File: src/rtl/seq_compare_ctrl.sv
// seq_compare_ctrl: compares two WIDTH-bit operands byte by byte (MSB first)
// through one shared external 8-bit magnitude-comparator slice.
// Ports:
//   clk, reset                       clock, synchronous active-high reset
//   req_valid/req_ready              request handshake; req_a, req_b, req_sign operands
//   cmp_x/cmp_y/cmp_sign             byte pair + sign control driven to the slice
//   cmp_equal/cmp_greater/cmp_less   combinational slice result
//   rsp_valid/rsp_ready              response handshake
//   rsp_equal/greater/less           verdict; rsp_cycles = slice cycles used
module seq_compare_ctrl #(
   parameter int unsigned WIDTH      = 32,
   parameter bit          EARLY_EXIT = 1'b1
) (
   input  logic                           clk,
   input  logic                           reset,
   input  logic                           req_valid,
   output logic                           req_ready,
   input  logic [WIDTH-1:0]               req_a,
   input  logic [WIDTH-1:0]               req_b,
   input  logic                           req_sign,
   output logic [7:0]                     cmp_x,
   output logic [7:0]                     cmp_y,
   output logic                           cmp_sign,
   input  logic                           cmp_equal,
   input  logic                           cmp_greater,
   input  logic                           cmp_less,
   output logic                           rsp_valid,
   input  logic                           rsp_ready,
   output logic                           rsp_equal,
   output logic                           rsp_greater,
   output logic                           rsp_less,
   output logic [$clog2(WIDTH/8):0]       rsp_cycles
);

   localparam int unsigned N  = WIDTH / 8;
   localparam int unsigned IW = $clog2(N);
   localparam int unsigned CW = $clog2(N) + 1;

   typedef enum logic [1:0] {
      IDLE    = 2'd0,
      COMPARE = 2'd1,
      DONE    = 2'd2
   } state_t;

   state_t           state;
   logic [IW-1:0]    idx;
   logic [WIDTH-1:0] a_q;
   logic [WIDTH-1:0] b_q;
   logic             sign_q;
   logic [CW-1:0]    cnt;
   logic             found;     // an unequal byte has already been seen
   logic             gt_q;
   logic             lt_q;

   logic [IW-1:0]    idx_m1;
   logic [CW-1:0]    cnt_p1;
   logic             last;
   logic             fin_eq;
   logic             fin_gt;
   logic             fin_lt;

   assign idx_m1 = idx - IW'(1);
   assign cnt_p1 = cnt + CW'(1);
   // Leave COMPARE at the bottom byte, or on the first difference when exiting early
   assign last   = (idx == IW'(0)) || (EARLY_EXIT && !cmp_equal);
   // The first unequal byte decides; later bytes never overwrite it
   assign fin_eq = !found && cmp_equal;
   assign fin_gt = found ? gt_q : (!cmp_equal && cmp_greater);
   assign fin_lt = found ? lt_q : (!cmp_equal && cmp_less);

   // Controller state, operand capture, slice drive and registered response
   always_ff @(posedge clk) begin
      if (reset) begin
         state       <= IDLE;
         idx         <= IW'(N - 1);
         a_q         <= '0;
         b_q         <= '0;
         sign_q      <= 1'b0;
         cnt         <= '0;
         found       <= 1'b0;
         gt_q        <= 1'b0;
         lt_q        <= 1'b0;
         req_ready   <= 1'b1;
         rsp_valid   <= 1'b0;
         rsp_equal   <= 1'b0;
         rsp_greater <= 1'b0;
         rsp_less    <= 1'b0;
         rsp_cycles  <= '0;
         cmp_x       <= '0;
         cmp_y       <= '0;
         cmp_sign    <= 1'b0;
      end else begin
         case (state)
            IDLE: begin
               if (req_valid) begin
                  state     <= COMPARE;
                  a_q       <= req_a;
                  b_q       <= req_b;
                  sign_q    <= req_sign;
                  idx       <= IW'(N - 1);
                  cnt       <= '0;
                  found     <= 1'b0;
                  req_ready <= 1'b0;
                  // Slice sees the top byte in the first COMPARE cycle
                  cmp_x     <= req_a[WIDTH-1 -: 8];
                  cmp_y     <= req_b[WIDTH-1 -: 8];
                  cmp_sign  <= req_sign;
               end
            end
            COMPARE: begin
               cnt <= cnt_p1;
               if (!cmp_equal && !found) begin
                  found <= 1'b1;
                  gt_q  <= cmp_greater;
                  lt_q  <= cmp_less;
               end
               if (last) begin
                  state       <= DONE;
                  rsp_valid   <= 1'b1;
                  rsp_equal   <= fin_eq;
                  rsp_greater <= fin_gt;
                  rsp_less    <= fin_lt;
                  rsp_cycles  <= cnt_p1;
                  cmp_x       <= '0;
                  cmp_y       <= '0;
                  cmp_sign    <= 1'b0;
               end else begin
                  idx      <= idx_m1;
                  // Only the top byte carries the sign; lower bytes are unsigned
                  cmp_x    <= a_q[8*int'(idx_m1) +: 8];
                  cmp_y    <= b_q[8*int'(idx_m1) +: 8];
                  cmp_sign <= 1'b0;
               end
            end
            DONE: begin
               if (rsp_ready) begin
                  state     <= IDLE;
                  rsp_valid <= 1'b0;
                  req_ready <= 1'b1;
               end
            end
            default: begin
               state     <= IDLE;
               req_ready <= 1'b1;
               rsp_valid <= 1'b0;
            end
         endcase
      end
   end

endmodule

File: config.mk
export PLATFORM = sky130hd
export DESIGN_NAME = seq_compare_ctrl
export DESIGN_NICKNAME = d
export VERILOG_FILES = /design/src/rtl/seq_compare_ctrl.sv
export SDC_FILE = /design/constraint.sdc
export NUM_CORES = 1
export LEC_CHECK = 0
export ABC_CLOCK_PERIOD_IN_PS = 3100
export BUFFER_PORTS_ARGS = -buffer_cell sky130_fd_sc_hd__buf_2
export CORE_MARGIN = 4
export CORE_UTILIZATION = 53
export DETAILED_ROUTE_END_ITERATION = 8
export PLACE_DENSITY = 0.84
export SYNTH_ARGS = -nofsm -noshare
export SYNTH_HDL_FRONTEND = slang
export SYNTH_SLANG_ARGS = --single-unit
export TNS_END_PERCENT = 20
File: constraint.sdc
create_clock -name clk -period 3.1 [get_ports clk]
set_clock_uncertainty 0.2 [all_clocks]
set_input_delay 0.93 -clock clk [delete_from_list [all_inputs] [get_ports clk]]
set_output_delay 0.93 -clock clk [all_outputs]
set_load 0.03 [all_outputs]
## After elaboration in Yosys (flattened, before gate mapping)

Cells that the tools add are included.

- Word-level logic and storage cells: 76
- Flip-flop bits (word level): 99
- Output and inout port bits: 25
- Bits of input ports: 72

- Reductions and logical operators: 19
- Shifts and indexed selects: 2
- Add/subtract/negate cells: 2
- Eq/ne operators: 7
- Multiplexer cells: 27
- Bitwise operators: 2

Operators with widths:

| operator | count |
|---|---|
| indexed part select 32 x 6 -> 8 bit | 2 |
| 2-to-1 mux 8 bit | 4 |
| case mux 8 bit (2 select lines) | 2 |
| AND reduction 3 bit | 5 |
| 2-to-1 mux 2 bit | 5 |
| != test 2 bit, second input constant | 5 |
| 2-to-1 mux 1 bit | 8 |
| AND reduction 2 bit | 4 |
| case mux 1 bit (3 select lines) | 2 |
| case mux 2 bit (3 select lines) | 1 |
| case mux 3 bit (2 select lines) | 1 |
| logical AND 1 bit | 4 |
| logical NOT 2 bit | 2 |
| case mux 1 bit (2 select lines) | 2 |
| case mux 2 bit (2 select lines) | 1 |
| adder 3 x 1 -> 3 bit, second input constant | 1 |
| 2-to-1 mux 3 bit | 1 |
| equality test 2 x 1 -> 1 bit, second input constant | 1 |
| equality test 2 bit, second input constant | 1 |
| logical NOT 1 bit | 2 |
| inverter 1 bit | 2 |
| nonzero test 2 bit | 1 |
| subtractor 2 x 1 -> 2 bit, second input constant | 1 |
| logical OR 1 bit | 1 |

## Logic depth before layout (Yosys ltp)

- Depth after elaboration: 4
- Gate-level depth with buffers: 9

## Worst setup path before layout

No wires, ideal clock.

- Kind: register -> register
- Start: reg idx[0]
- End: reg cmp_y[6]
- Setup slack: 788 ps
- Data required time: 2766 ps
- Arrival time: 1978 ps
- Stages on the path, launching flop included: 10
- Cell sequence: dfxtp_1 > buf_4 > buf_2 > inv_1 > ha_1 > buf_4 > buf_4 > mux4_2 > inv_1 > o22ai_1

- Longest elaborated chain between the ends: 4
- Elaborated cells on any way between the ends: 6
- Those cells by class: 1 x add/sub; 1 x shift; 2 x mux; 2 x reduce/logical

Ends and longest elaborated chain:

| item | RTL line | text |
|---|---|---|
| from (decl) | 46 | `logic [IW-1:0] idx;` |
| from (signal assigned) | 75 | `idx <= IW'(N - 1);` |
| from (signal assigned) | 100 | `idx <= IW'(N - 1);` |
| from (signal assigned) | 128 | `idx <= idx_m1;` |
| subtractor 2 x 1 -> 2 bit or logical NOT 2 bit (tied branches) | 62, 65 |  |
| indexed part select 32 x 6 -> 8 bit or logical OR 1 bit (tied branches) | 131, 65 |  |
| 2-to-1 mux 8 bit (*) | 117 | `if (last) begin` |
| case mux 8 bit (2 select lines) (*) | 93 | `case (state)` |
| to (signal assigned) | 106 | `cmp_y <= req_b[WIDTH-1 -: 8];` |
| to (signal assigned) | 131 | `cmp_y <= b_q[8*int'(idx_m1) +: 8];` |
| to (decl) | 22 | `output logic [7:0] cmp_y,` |

Mark *: on every way between the ends. The rest lies on a longest branch, timed or not.
A chain may end at the register's enable or synchronous reset.

## Worst setup path in the final report

- Start: reg idx[0]
- End: reg cmp_y[4]

Same word-level chain as after synthesis.

==> flow_metrics.env <==
export IMPL_status="complete, no violations"
export IMPL_post_drt_wl_per_cell_um=14.5
export IMPL_multi_input_area_sq_um=1880
export IMPL_critical_path_buf_inv_count=3
export IMPL_die_h_um=96.8
export IMPL_cts_sinks=99
export IMPL_port_buffers=96
export IMPL_yosys_cell_types_count=31
export IMPL_row_count=32
export IMPL_critical_path_cell_chain="inv_1 -> ha_1 -> buf_4 -> mux4_2 -> inv_1 -> o22ai_1"
export IMPL_dp_hpwl_um=7000
export IMPL_dpl_instance_area_sq_um=4680
export IMPL_synthTopCellsByArea="dfxtp_1, nand2_1, a21oi_1"
export IMPL_netSwitchingFraction_pct=27.6
export IMPL_syn_to_final_growth_pct=16.6
export IMPL_die_area_sq_um=9360
export IMPL_grt_total_usage_pct=21.5
export IMPL_num_vias=3621
export IMPL_synth_cells=487
export IMPL_fill_cells=647
export IMPL_coreArea_sq_um=7690
export IMPL_worst_pin_slew_ns=0.621
export IMPL_antenna_found_initial=0
export IMPL_finalSetupViolCount=0
export IMPL_final_common_cell="nand2_1"
export IMPL_die_w_um=96.8
export IMPL_seq_area_frac_synth_pct=47.5
export IMPL_min_period_over_period_pct=72.2
export IMPL_grt_max_degree=48
export IMPL_first_pass_iters=4
export IMPL_worstSkewPairLatency_ns=0.36
export IMPL_synth_top_family_by_area="simple AND/OR/NAND/NOR gates"
export IMPL_slowest_stage="ha_1"
export IMPL_rsz0062_at_grt="false"
export IMPL_power_mw=2.60
export IMPL_post_cts_buffers=0
export IMPL_gp_congestion=0.770
export IMPL_period_needed_ns=2.24
export IMPL_p_leak_nw=2.02
export IMPL_critPathKind="register to register"
export IMPL_synth_compound_area_share_pct=16.4
export IMPL_clk_pin_slew_worst_paths_ns=0.09
export IMPL_synthAdderAreaFrac_pct=0.599
export IMPL_layout_area_seq_sq_um=1980
export IMPL_slew_headroom_pct=58.6
export IMPL_synth_edff_count=0
export IMPL_drc_errors=0
export IMPL_grt_pass1_wl_um=16800
export IMPL_synthSimpleGateAreaFrac_pct=18.3
export IMPL_clkPwrFrac_pct=30.0
export IMPL_fin_nets=641
export IMPL_p_switching_uw=719
export IMPL_ys_ff_latch=99
export IMPL_p_seq_share_pct=53.9
export IMPL_yosysTopAreaCell="dfxtp_1"
export IMPL_syn_cell_area_sq_um=4180
export IMPL_ir_drop_mv=0.240
export IMPL_synth_flop_cell="dfxtp_1"
export IMPL_drt_initial_drc_count=300
export IMPL_grt_overflow=0
export IMPL_clock_path_buffers=2
export IMPL_fmax_mhz=447
export IMPL_required_ns=3.13
export IMPL_cts_htree_levels=3
export IMPL_n_antenna_cell=0
export IMPL_num_io_pins=97
export IMPL_internal_power_mw=1.88
export IMPL_synth_top_area_share_pct=47.5
export IMPL_maxCapViolations=0
export IMPL_cts_tree="built"
export IMPL_mostFrequentLayoutCells="nand2_1, dfxtp_1, buf_2, a21oi_1, inv_1"
export IMPL_hold_class="register to register"
export IMPL_critPathArrivalTime_ns=2.27
export IMPL_pwr_density_cell_nw_per_um2=535
export IMPL_endpoint_kind="register"
export IMPL_crit_family="adder cells"
export IMPL_yosys_warnings=0
export IMPL_hold_slack_ns=0.261
export IMPL_cts_resized=0
export IMPL_drive_above_1_share_pct=25.0
export IMPL_critPathMaxFanout=10
export IMPL_slowest_delay_ns=0.63
export IMPL_synthMuxAreaShare_pct=9.35
export IMPL_fin_setup_tns_ns=0
export IMPL_hold_viol=0
export IMPL_postRouteAntennaNets=0
export IMPL_r2r_slack_ns=0.86
export IMPL_grt_pass1_vias=3637
export IMPL_synth_nets=561
export IMPL_root_buffer="clkbuf_8"
export IMPL_synth_xor_area_share_pct=0.210
export IMPL_syn_area_per_cell_sq_um=8.58
export IMPL_wirelength_um=9780
export IMPL_power_frac_comb_pct=16.0
export IMPL_hold_buffers=0
export IMPL_maxSlewViolCount=0
export IMPL_path_common_cell="inv_1"
export IMPL_start_kind="register"
export IMPL_fin_area_sq_um=4870
export IMPL_initial_utilization_pct=54.3
export IMPL_numCtsBuffers=9
export IMPL_async_reset_ff_share_pct=0
export IMPL_post_drt_via_cell_ratio=5.37
Yosys cell counts, types with 4 or more instances:
master / n
buf_4: 17
mux4_2: 16
nor3_1: 4
dfxtp_1: 99
o311a_1: 10
buf_2: 7
nor2_1: 21
nand2_1: 142
nand2b_1: 4
o22ai_1: 14
clkbuf_1: 13
a21oi_1: 77
inv_1: 29
a211oi_1: 7
through the flow:
| stage | utilization (%) | setup slack, ns | instances |
|---|---|---|---|
| 6_report | 63.3 | 0.862 | 674 |
| 5_1_grt | 63.3 | 0.741 | 674 |
| 4_1_cts | 63.3 | 0.840 | 674 |
| 3_5_place_dp | 60.9 | 0.594 | 658 |
| 3_3_place_gp | 60.9 | 0.655 | 658 |
| 2_1_floorplan | - | 0.788 | 487 |
per-layer routing:
layer / up-vias / GRT usage (%) / wire (um)
li1: 1799 / - / -
met1: 1714 / 26.7 / 4080
met2: 94 / 37.8 / 5080
met3: 14 / 3.60 / 455
met4: 0 / 7.45 / 153
met5: - / 0 / 0
worst register-to-register path: stages, from the launching register on:
cell     delay, ns
dfxtp_1       0.34
inv_1         0.05
ha_1          0.63
buf_4         0.25
mux4_2        0.50
inv_1         0.07
o22ai_1       0.07
sequential cells by signal (all words and copies together) (netlist names):
signal,count
rsp_valid,1
rsp_greater,1
state,2
cmp_x,8
rsp_equal,1
gt_q,1
req_ready,1
lt_q,1
rsp_cycles,3
cmp_y,8
cmp_sign,1
found,1
a_q,32
rsp_less,1
cnt,3
idx,2
b_q,32
power by group through the flow:
stage                     registers, mW  logic (mW)  clock network [mW]
after floorplan                    1.46       0.261                   0
after global placement             1.43       0.406                   0
after detailed placement           1.43       0.418                   0
after CTS                          1.40       0.419               0.797
after global routing               1.42       0.463               0.848
final                              1.40       0.418               0.782
final cells by class:
type                    instances  share of cell area, %
flip-flops and latches         99                   40.7
multi-input cells             322                   38.6
repair buffers                106                   12.0
clock buffers                  13                   3.47
well taps                     102                   2.62
inverters                      29                   2.24
clock inverters                 3                  0.437
cell families (layout without fill, tap and decap cells):
family                     count (synthesis)  in the layout
adders and majority gates                  2              2
DFF                                       99             99
buffers and inverters                     66            151
and+or+nand+nor                          184            184
xor gates and xnor gates                   1              1
AOI/OAI and AO/OA                        116            116
muxes                                     19             19
worst paths after layout:
kind | startpoint | to | cells after the start
max reg2reg | idx[0] | cmp_y[4] | 6
min | a_q[15] | a_q[15] | 2
min reg2reg | a_q[15] | a_q[15] | 2
max | idx[0] | cmp_y[4] | 6
(Power assumes the default switching activity.)
